<file path="src/rtl/crc_stream_pkg.sv">
// crc_stream_pkg: shared state encoding, polynomial constants and CRC helper functions.
package crc_stream_pkg;
  typedef enum logic [1:0] {IDLE, SHIFT, RESULT} state_e;
  localparam logic [7:0]  CRC8_POLY   = 8'h07;
  localparam logic [15:0] CRC16_CCITT = 16'h1021;
  localparam logic [31:0] CRC32_POLY  = 32'h04C11DB7;
  function automatic logic [63:0] bitrev_f(input logic [63:0] v, input int w);
    bitrev_f = '0;
    for (int i = 0; i < w; i++) bitrev_f[w-1-i] = v[i];
  endfunction
  // bits[steps-1] is consumed first
  function automatic logic [63:0] crc_step_f(input logic [63:0] crc, input logic [63:0] bits,
                                             input logic [63:0] poly, input int p, input int steps);
    logic [63:0] c, m;
    logic fb;
    c = crc;
    m = (p == 64) ? '1 : ((64'd1 << p) - 64'd1);
    for (int i = 0; i < steps; i++) begin
      fb = c[p-1] ^ bits[steps-1-i];
      c  = ((c << 1) ^ (fb ? poly : 64'd0)) & m;
    end
    crc_step_f = c;
  endfunction
endpackage

</file>
<file path="src/rtl/crc_stream_engine_step.sv">
// crc_stream_step: combinational STEPS-bit unrolled serial CRC update.
import crc_stream_pkg::*;
module crc_stream_step #(
  parameter int          P     = 8,
  parameter logic [63:0] POLY  = 64'h07,
  parameter int          STEPS = 8
) (
  input  logic [P-1:0]     crc,
  input  logic [STEPS-1:0] bits,
  output logic [P-1:0]     nxt
);
  assign nxt = P'(crc_step_f(64'(crc), 64'(bits), POLY, P, STEPS));
endmodule

</file>
<file path="src/rtl/crc_stream_engine.sv">
// crc_stream_engine: streaming Rocksoft-style CRC over valid/ready beats, STEPS bits per cycle.
import crc_stream_pkg::*;
module crc_stream_engine #(
  parameter int          WORDWIDTH = 8,
  parameter int          POLYWIDTH = 8,
  parameter logic [63:0] POLY      = 64'(CRC8_POLY),
  parameter logic [63:0] INIT      = 64'h00,
  parameter bit          REFIN     = 1'b0,
  parameter bit          REFOUT    = 1'b0,
  parameter logic [63:0] XOROUT    = 64'h00,
  parameter logic [63:0] RESIDUE   = 64'h00,
  parameter int          STEPS     = 8
) (
  input  logic                 clk_i,
  input  logic                 rst_ni,
  input  logic                 in_valid_i,
  output logic                 in_ready_o,
  input  logic [WORDWIDTH-1:0] in_data_i,
  input  logic                 in_first_i,
  input  logic                 in_last_i,
  output logic                 out_valid_o,
  input  logic                 out_ready_i,
  output logic [POLYWIDTH-1:0] out_crc_o,
  output logic                 out_match_o,
  output logic                 busy_o
);
  localparam int P  = POLYWIDTH;
  localparam int N  = WORDWIDTH / STEPS;
  localparam int CW = N > 1 ? $clog2(N) : 1;
  if (STEPS < 1 || WORDWIDTH % STEPS != 0 || WORDWIDTH % 8 != 0 || P < 1 || P > 64 ||
      (POLY >> P) != 0 || (INIT >> P) != 0 || (XOROUT >> P) != 0 || (RESIDUE >> P) != 0) begin : g_bad
    $fatal(1, "crc_stream_engine: illegal parameter combination");
  end
  state_e               state_q, state_d;
  logic [P-1:0]         crc_q, crc_nxt, res, out_crc_q;
  logic [WORDWIDTH-1:0] beat_q, beat_in;
  logic [CW-1:0]        cnt_q;
  logic                 last_q, out_match_q, done;
  // reflect bytes up front so the shifter always consumes the beat MSB-first
  always_comb begin
    beat_in = '0;
    for (int b = 0; b < WORDWIDTH / 8; b++)
      for (int k = 0; k < 8; k++) beat_in[8*b+k] = REFIN ? in_data_i[8*b+7-k] : in_data_i[8*b+k];
  end
  crc_stream_step #(.P(P), .POLY(POLY), .STEPS(STEPS)) u_step (
    .crc(crc_q), .bits(beat_q[WORDWIDTH-1 -: STEPS]), .nxt(crc_nxt)
  );
  assign done        = cnt_q == CW'(N - 1);
  assign res         = (REFOUT ? P'(bitrev_f(64'(crc_nxt), P)) : crc_nxt) ^ XOROUT[P-1:0];
  assign in_ready_o  = state_q == IDLE;
  assign out_valid_o = state_q == RESULT;
  assign busy_o      = state_q != IDLE;
  assign out_crc_o   = out_crc_q;
  assign out_match_o = out_match_q;
  always_comb begin
    state_d = state_q;
    case (state_q)
      IDLE:    state_d = in_valid_i ? SHIFT : IDLE;
      SHIFT:   state_d = done ? (last_q ? RESULT : IDLE) : SHIFT;
      RESULT:  state_d = out_ready_i ? IDLE : RESULT;
      default: state_d = IDLE;
    endcase
  end
  always_ff @(posedge clk_i or negedge rst_ni)
    if (!rst_ni) state_q <= IDLE;
    else state_q <= state_d;
  always_ff @(posedge clk_i or negedge rst_ni) begin
    if (!rst_ni) begin
      crc_q       <= INIT[P-1:0];
      beat_q      <= '0;
      cnt_q       <= '0;
      last_q      <= 1'b0;
      out_crc_q   <= '0;
      out_match_q <= 1'b0;
    end else if (state_q == IDLE && in_valid_i) begin
      beat_q <= beat_in;
      last_q <= in_last_i;
      cnt_q  <= '0;
      if (in_first_i) crc_q <= INIT[P-1:0];
    end else if (state_q == SHIFT) begin
      crc_q  <= crc_nxt;
      beat_q <= beat_q << STEPS;
      cnt_q  <= cnt_q + 1'b1;
      if (done && last_q) begin
        out_crc_q   <= res;
        out_match_q <= res == RESIDUE[P-1:0];
      end
    end
  end
endmodule

</file>
<file path="config.mk">
export PLATFORM = sky130hd
export DESIGN_NAME = crc_stream_engine
export DESIGN_NICKNAME = d
export VERILOG_FILES = /design/src/rtl/crc_stream_pkg.sv /design/src/rtl/crc_stream_engine_step.sv /design/src/rtl/crc_stream_engine.sv
export SDC_FILE = /design/constraint.sdc
export NUM_CORES = 1
export LEC_CHECK = 0
export CELL_PAD_IN_SITES_DETAIL_PLACEMENT = 1
export CELL_PAD_IN_SITES_GLOBAL_PLACEMENT = 1
export CORE_MARGIN = 8
export CORE_UTILIZATION = 37
export DETAILED_ROUTE_END_ITERATION = 7
export PLACE_DENSITY_LB_ADDON = 0.1
export SKIP_LAST_GASP = 1
export SYNTH_ARGS = -nofsm -noshare
export SYNTH_HDL_FRONTEND = slang
export SYNTH_SLANG_ARGS = --single-unit
</file>
<file path="constraint.sdc">
create_clock -name clk_i -period 2 [get_ports clk_i]
set_input_delay 0.4 -clock clk_i [delete_from_list [all_inputs] [get_ports clk_i]]
set_output_delay 0.4 -clock clk_i [all_outputs]
set_load 0.02 [all_outputs]
</file>
Word level (Yosys, flattened, before mapping). Cells that the tools add are included.

Mux-type cells: 20. Equality and inequality tests: 3. Bitwise logic cells: 18. Add/subtract/negate cells: 1. Reduce and logical (&&, ||, !) cells: 8.

Operator list (count): $xor A8 B3 Y8 (8); $mux W8 (5); $mux W3 (8); $logic_not A8 Y1 (1); $xor A1 B1 Y1 (8); $mux W2 (3); $pmux W2 S3 (1); $reduce_bool A2 Y1 (2); $mux W1 (3); $reduce_and A3 Y1 (1); $eq A2 B1 Y1 const B (1); $eq A2 B2 Y1 const B (1); $logic_and A1 B1 Y1 (2); $logic_not A2 Y1 (1); $ne A2 B2 Y1 const B (1); $not A1 Y1 (2); $reduce_and A2 Y1 (1); $add A1 B1 Y1 const B (1).

Output and inout port bits: 12. Input bits: 14. Word-level logic and storage cells: 57. Register bits after elaboration: 29.

Depth between registers and ports, before layout.
Depth in word-level cells: 26. Gate-level depth with buffers: 7. Gate-level depth less buffers: 7.

Cells and area by module. A second synthesis with hierarchy kept.

Cells, all modules: 129. Area, all modules: 1456.4 um2.

By module, submodules not included: crc_stream_engine (seq. area each 725.7 um2, area an instance 1248.7 um2, instances 1, cells each 107); crc_stream_step (seq. area each 0.0 um2, area an instance 207.7 um2, instances 1, cells each 22).

Least setup slack after synthesis. OpenSTA, ideal clock, no wires.

Path type: reg-to-reg. Start point: register beat_q[6]. End point: register out_match_q, in the netlist out_match_o. Clock period less this slack: 1953 ps. Stages on the path, launching flop included: 8. Setup time: 82 ps. Path buffers: 0. Data required time: 1918 ps. Slack: 47 ps. Arrival: 1871 ps. Cell sequence: dfrtp_1 -> xnor2_1 -> xnor2_1 -> xor2_1 -> ha_1 -> nand2_1 -> or4_1 -> o22ai_1.

Word-level cells in the longest chain between the ends: 12.

RTL lines: from (decl) (RTL line crc_stream_engine.sv:36) `logic [WORDWIDTH-1:0] beat_q, beat_in;`; from (signal assigned) (RTL line crc_stream_engine.sv:76) `beat_q <= beat_in;`; from (signal assigned) (RTL line crc_stream_engine.sv:82) `beat_q <= beat_q << STEPS;`; $xor A1 B1 Y1 * (RTL line crc_stream_pkg.sv:19) `fb = c[p-1] ^ bits[steps-1-i];`; $mux W3 * (RTL line crc_stream_pkg.sv:20) `c = ((c << 1) ^ (fb ? poly : 64'd0)) & m;`; $xor A8 B3 Y8 * (6 in series) (RTL line crc_stream_pkg.sv:20); $xor A1 B1 Y1 (RTL line crc_stream_pkg.sv:19); $mux W3 (RTL line crc_stream_pkg.sv:20); $xor A8 B3 Y8 * (RTL line crc_stream_pkg.sv:20); $logic_not A8 Y1 * (RTL line crc_stream_engine.sv:86) `out_match_q <= res == RESIDUE[P-1:0];`; to (signal assigned) (RTL line crc_stream_engine.sv:86); to (decl) (RTL line crc_stream_engine.sv:38) `logic last_q, out_match_q, done;`.

Mark *: on every way between the ends. The rest lies on a longest branch, timed or not. A chain may end at the register's enable or synchronous reset.

Worst setup path after layout.
Start point: register crc_q[0]. End point: register out_match_q, in the netlist out_match_o.

Word-level cells in the longest chain between the ends: 11.

RTL lines: from (decl) (RTL line crc_stream_engine.sv:35) `logic [P-1:0] crc_q, crc_nxt, res, out_crc_q;`; from (signal assigned) (RTL line crc_stream_engine.sv:69) `crc_q <= INIT[P-1:0];`; from (signal assigned) (RTL line crc_stream_engine.sv:79) `if (in_first_i) crc_q <= INIT[P-1:0];`; from (signal assigned) (RTL line crc_stream_engine.sv:81) `crc_q <= crc_nxt;`; $xor A8 B3 Y8 (7 in series) (RTL line crc_stream_pkg.sv:20); $xor A1 B1 Y1 (RTL line crc_stream_pkg.sv:19); $mux W3 (RTL line crc_stream_pkg.sv:20); $xor A8 B3 Y8 (RTL line crc_stream_pkg.sv:20); $logic_not A8 Y1 (RTL line crc_stream_engine.sv:86).

No other way between the ends.

==> Flow_metrics.wiki <==
{| class="wikitable"
! Metric !! Value
|-
| Result of the run || finished, final reports clean
|-
| Area growth from synthesis to layout || 36.4%
|-
| Unique masters post-synth || 31
|-
| Detailed-route wire length || 3430 microns
|-
| Most frequently used cell type in the post-synthesis netlist || dfrtp_1
|-
| Net count after synthesis || 135
|-
| Pins Over Slew Limit || 0
|-
| Number of antenna diodes || 0
|-
| Max Root-Sink Buffers || 2
|-
| Clock-pin transition on the worst setup and hold timing paths || 70 ps
|-
| Pin count of the biggest net entering global routing || 30
|-
| Count of endpoints failing setup in the final report || 0
|-
| Relative slew slack || 62.7%
|-
| Master of the slowest instance on the critical path || or4_1
|-
| Most area-consuming cells after synthesis || dfrtp_1 50%, xnor2_1 7.9%, a22o_1 7.3%, mux2_2 4.7%, xnor2_2 3.4%
|-
| Post-route ant nets || 0
|-
| Total of max-cap violations || 0
|-
| Tightest Pin Transition || 559 ps
|-
| Endpoint of the lowest-slack register-to-register path || out_match_o$_DFFE_PN0P_
|-
| Total of buffers placed on input and output ports || 25
|-
| Number of nets at the end of the flow || 174
|-
| Overall die height || 78.4 microns
|-
| Ratio of cells with drive above 1 in the final layout || 22.5%
|-
| Min Hold Slack || 506 ps
|-
| Start of the worst register-to-register path || crc_q[0]$_DFFE_PN0P_
|-
| CP Max Fanout || 2
|-
| Yosys synthesis warning count || 0
|-
| Share of synthesized registers carrying an async set or reset || 100%
|-
| Setup skew after layout || 7.55 ps
|-
| Residual overflow from global routing || 0
|-
| Via density per instance || 4.98
|-
| Slowest Stage Delay on Critical Path || 400 ps
|-
| Data arrival time of the critical path || 2090 ps
|-
| Clock root cell || clkbuf_8
|-
| Chip width || 78.4 microns
|-
| Initial core utilization || 38.8%
|-
| Number of flip-flops and latches in the synthesized netlist || 29
|-
| Worst setup path category || flop to flop
|-
| Initial drt markers || 32
|-
| Netlist Area Pre-Place || 0.00144 sq mm
|-
| Source-to-sink clock delay at the later pin of the worst-skew pair || 280 ps
|-
| Cell-by-cell trace of the critical path || xor2_1 > xnor2_1 > xor2_1 > ha_1 > nand2_1 > or4_1 > o22ai_1
|-
| Most used standard cells in the synthesized netlist || 29 x dfrtp_1, 13 x xnor2_1, 12 x a22o_1
|-
| Number of vias in the routed layout || 1035
|-
| Number of hold buffers added after CTS || 0
|-
| Count of TritonRoute iterations in the first routing pass || 4
|-
| EDFF count, synth || 0
|-
| Sequential-to-total area share from yosys stat || 50.4%
|-
| Cells after Synth || 120
|-
| Endpoints failing hold || 0
|-
| Critical path startpoint category || flop
|-
| Library cell with the largest summed area after synthesis || dfrtp_1
|-
| GRT Util Overall || 12.3%
|-
| Number of cells on the worst reg-to-reg path || 7
|-
| First-pass GRT wire length || 5920 microns
|-
| Main synth FF type || dfrtp_1
|-
| Slack of the worst reg-to-reg path || 110 ps
|-
| Cell row count || 22
|-
| Area share of the largest cell type after synthesis || 50.4%
|-
| Core Area || 0.00372 sq mm
|-
| Average wire length per cell after detail routing || 16.5 microns
|-
| Total number of H-tree levels || 2
|-
| Total clock sinks || 29
|-
| Vias in the first global route || 1162
|-
| Endpoint type of the worst setup path || flop
|-
| Data required time of the worst path || 2200 ps
|-
| Final worst path period share || 94.5%
|-
| Mean cell area of the mapped netlist || 12.0 sq um
|-
| Clock period minus final worst setup slack || 1890 ps
|-
| RSZ-0062 raised after global routing || yes
|-
| Clock tree from TritonCTS || built
|-
| Final GP Congestion || 0.787
|-
| Total CTS buffers || 5
|-
| Max frequency || 529 MHz
|-
| Detailed placement HPWL || 2510 microns
|-
| DRC violation count after routing || 0
|-
| Number of top-level design ports || 26
|-
| Initial antenna violation count || 0
|-
| Area of the die || 0.00614 sq mm
|-
| Cell repeated most along the worst path || xor2_1
|-
| Worst hold path type || input port to asynchronous set/reset pin
|}
==> through the flow <==
step / setup TNS (ps) / cell area (sq um) / setup WS, ps / cells / utilization, %
4_1_cts: 0 / 1940 / 7.25 / 207 / 52.3
6_report: 0 / 1960 / 110 / 208 / 52.9
2_1_floorplan: 0 / 1440 / 46.8 / 120 / -
5_1_grt: -43.2 / 1960 / -43.2 / 208 / 52.9
3_3_place_gp: 0 / 1810 / 132 / 199 / 48.8
3_5_place_dp: 0 / 1810 / 94.9 / 199 / 48.8
==> critical path, delay by kind of cell (launching register included) <==
family          cells  cell delay, ps
compound gates      1             110
xor+xnor            3             690
fa+ha+maj           1             170
flops               1             390
simple gates        2             440
==> logic make-up (layout without fill, tap and decap cells) <==
family	after synthesis	in the layout	share of synthesized area (%)
DFF	29	29	50.4
AOI/OAI and AO/OA	26	26	13.6
and+or+nand+nor	24	24	9.21
xor gates and xnor gates	23	23	17.4
buffers and inverters	9	49	2.52
muxes	8	8	6.08
adders and majority gates	1	1	0.869
==> layer usage <==
layer	vias to the layer above	track usage [%]	wire length [microns]	part of all wire, %
met5	-	0	0	0
met1	514	14.6	1540	45
li1	494	-	-	-
met3	6	4.67	175	5.1
met4	0	5.00	62	1.8
met2	21	19.7	1650	48
==> flip-flops by register name (all words and copies together), names as in the netlist <==
register	cells
cnt_q	1
crc_q	8
out_match_o	1
out_crc_o	8
last_q	1
state_q	2
beat_q	8
==> repair_timing <==
action / CTS / global route
buffers inserted: 0 / 1
gates resized for setup: 1 / 3
endpoints found under the setup margin: 1 / 4
pin swaps: 0 / 2
endpoints found under the hold margin: 0 / 0
==> worst max-delay path by stage <==
stage | startpoint | end | slack, ps | cells past startpoint
global placement | in_valid_i | crc_q[7]$_DFFE_PN0P_ | 130 | 5
finish | crc_q[0]$_DFFE_PN0P_ | out_match_o$_DFFE_PN0P_ | 110 | 7
detailed placement | crc_q[6]$_DFFE_PN0P_ | out_match_o$_DFFE_PN0P_ | 90 | 7
CTS | state_q[1]$_DFF_PN0_ | out_valid_o | 7 | 3
global route | beat_q[6]$_DFFE_PN0P_ | out_match_o$_DFFE_PN0P_ | -40 | 7
floorplan | beat_q[6]$_DFFE_PN0P_ | out_match_o$_DFFE_PN0P_ | 50 | 7
==> final cells by class <==
class	count	area [sq um]
fill	409	1750
tap	48	60.1
clock inverter	3	65.1
timing repair buffer	37	344
sequential	29	726
multi-input combinational	82	686
inverter	4	15.0
clock buffer	5	68.8
==> cell usage in the layout, fill, tap and decap left out, types with 2 or more instances in the layout <==
cell type | netlist | final
nand2_1 | 4 | 4
a22o_2 | 2 | 2
mux2_2 | 6 | 6
a21oi_1 | 5 | 5
nand2b_1 | 3 | 3
o21bai_1 | 2 | 2
inv_1 | 4 | 4
xor2_1 | 5 | 5
nor2b_1 | 2 | 2
o21ai_0 | 2 | 2
nor4_1 | 2 | 2
mux2i_1 | 2 | 2
o22ai_1 | 2 | 2
clkbuf_8 | 0 | 5
bufinv_16 | 0 | 2
nor2_1 | 6 | 6
dfrtp_1 | 29 | 29
clkdlybuf4s50_1 | 0 | 22
xnor2_1 | 13 | 12
dlymetal6s2s_1 | 0 | 2
buf_4 | 0 | 12
xnor2_2 | 3 | 4
a22o_1 | 12 | 12
Power is not shown: default switching activity piles up to over one toggle a cycle in this logic, so the estimate is an artifact.
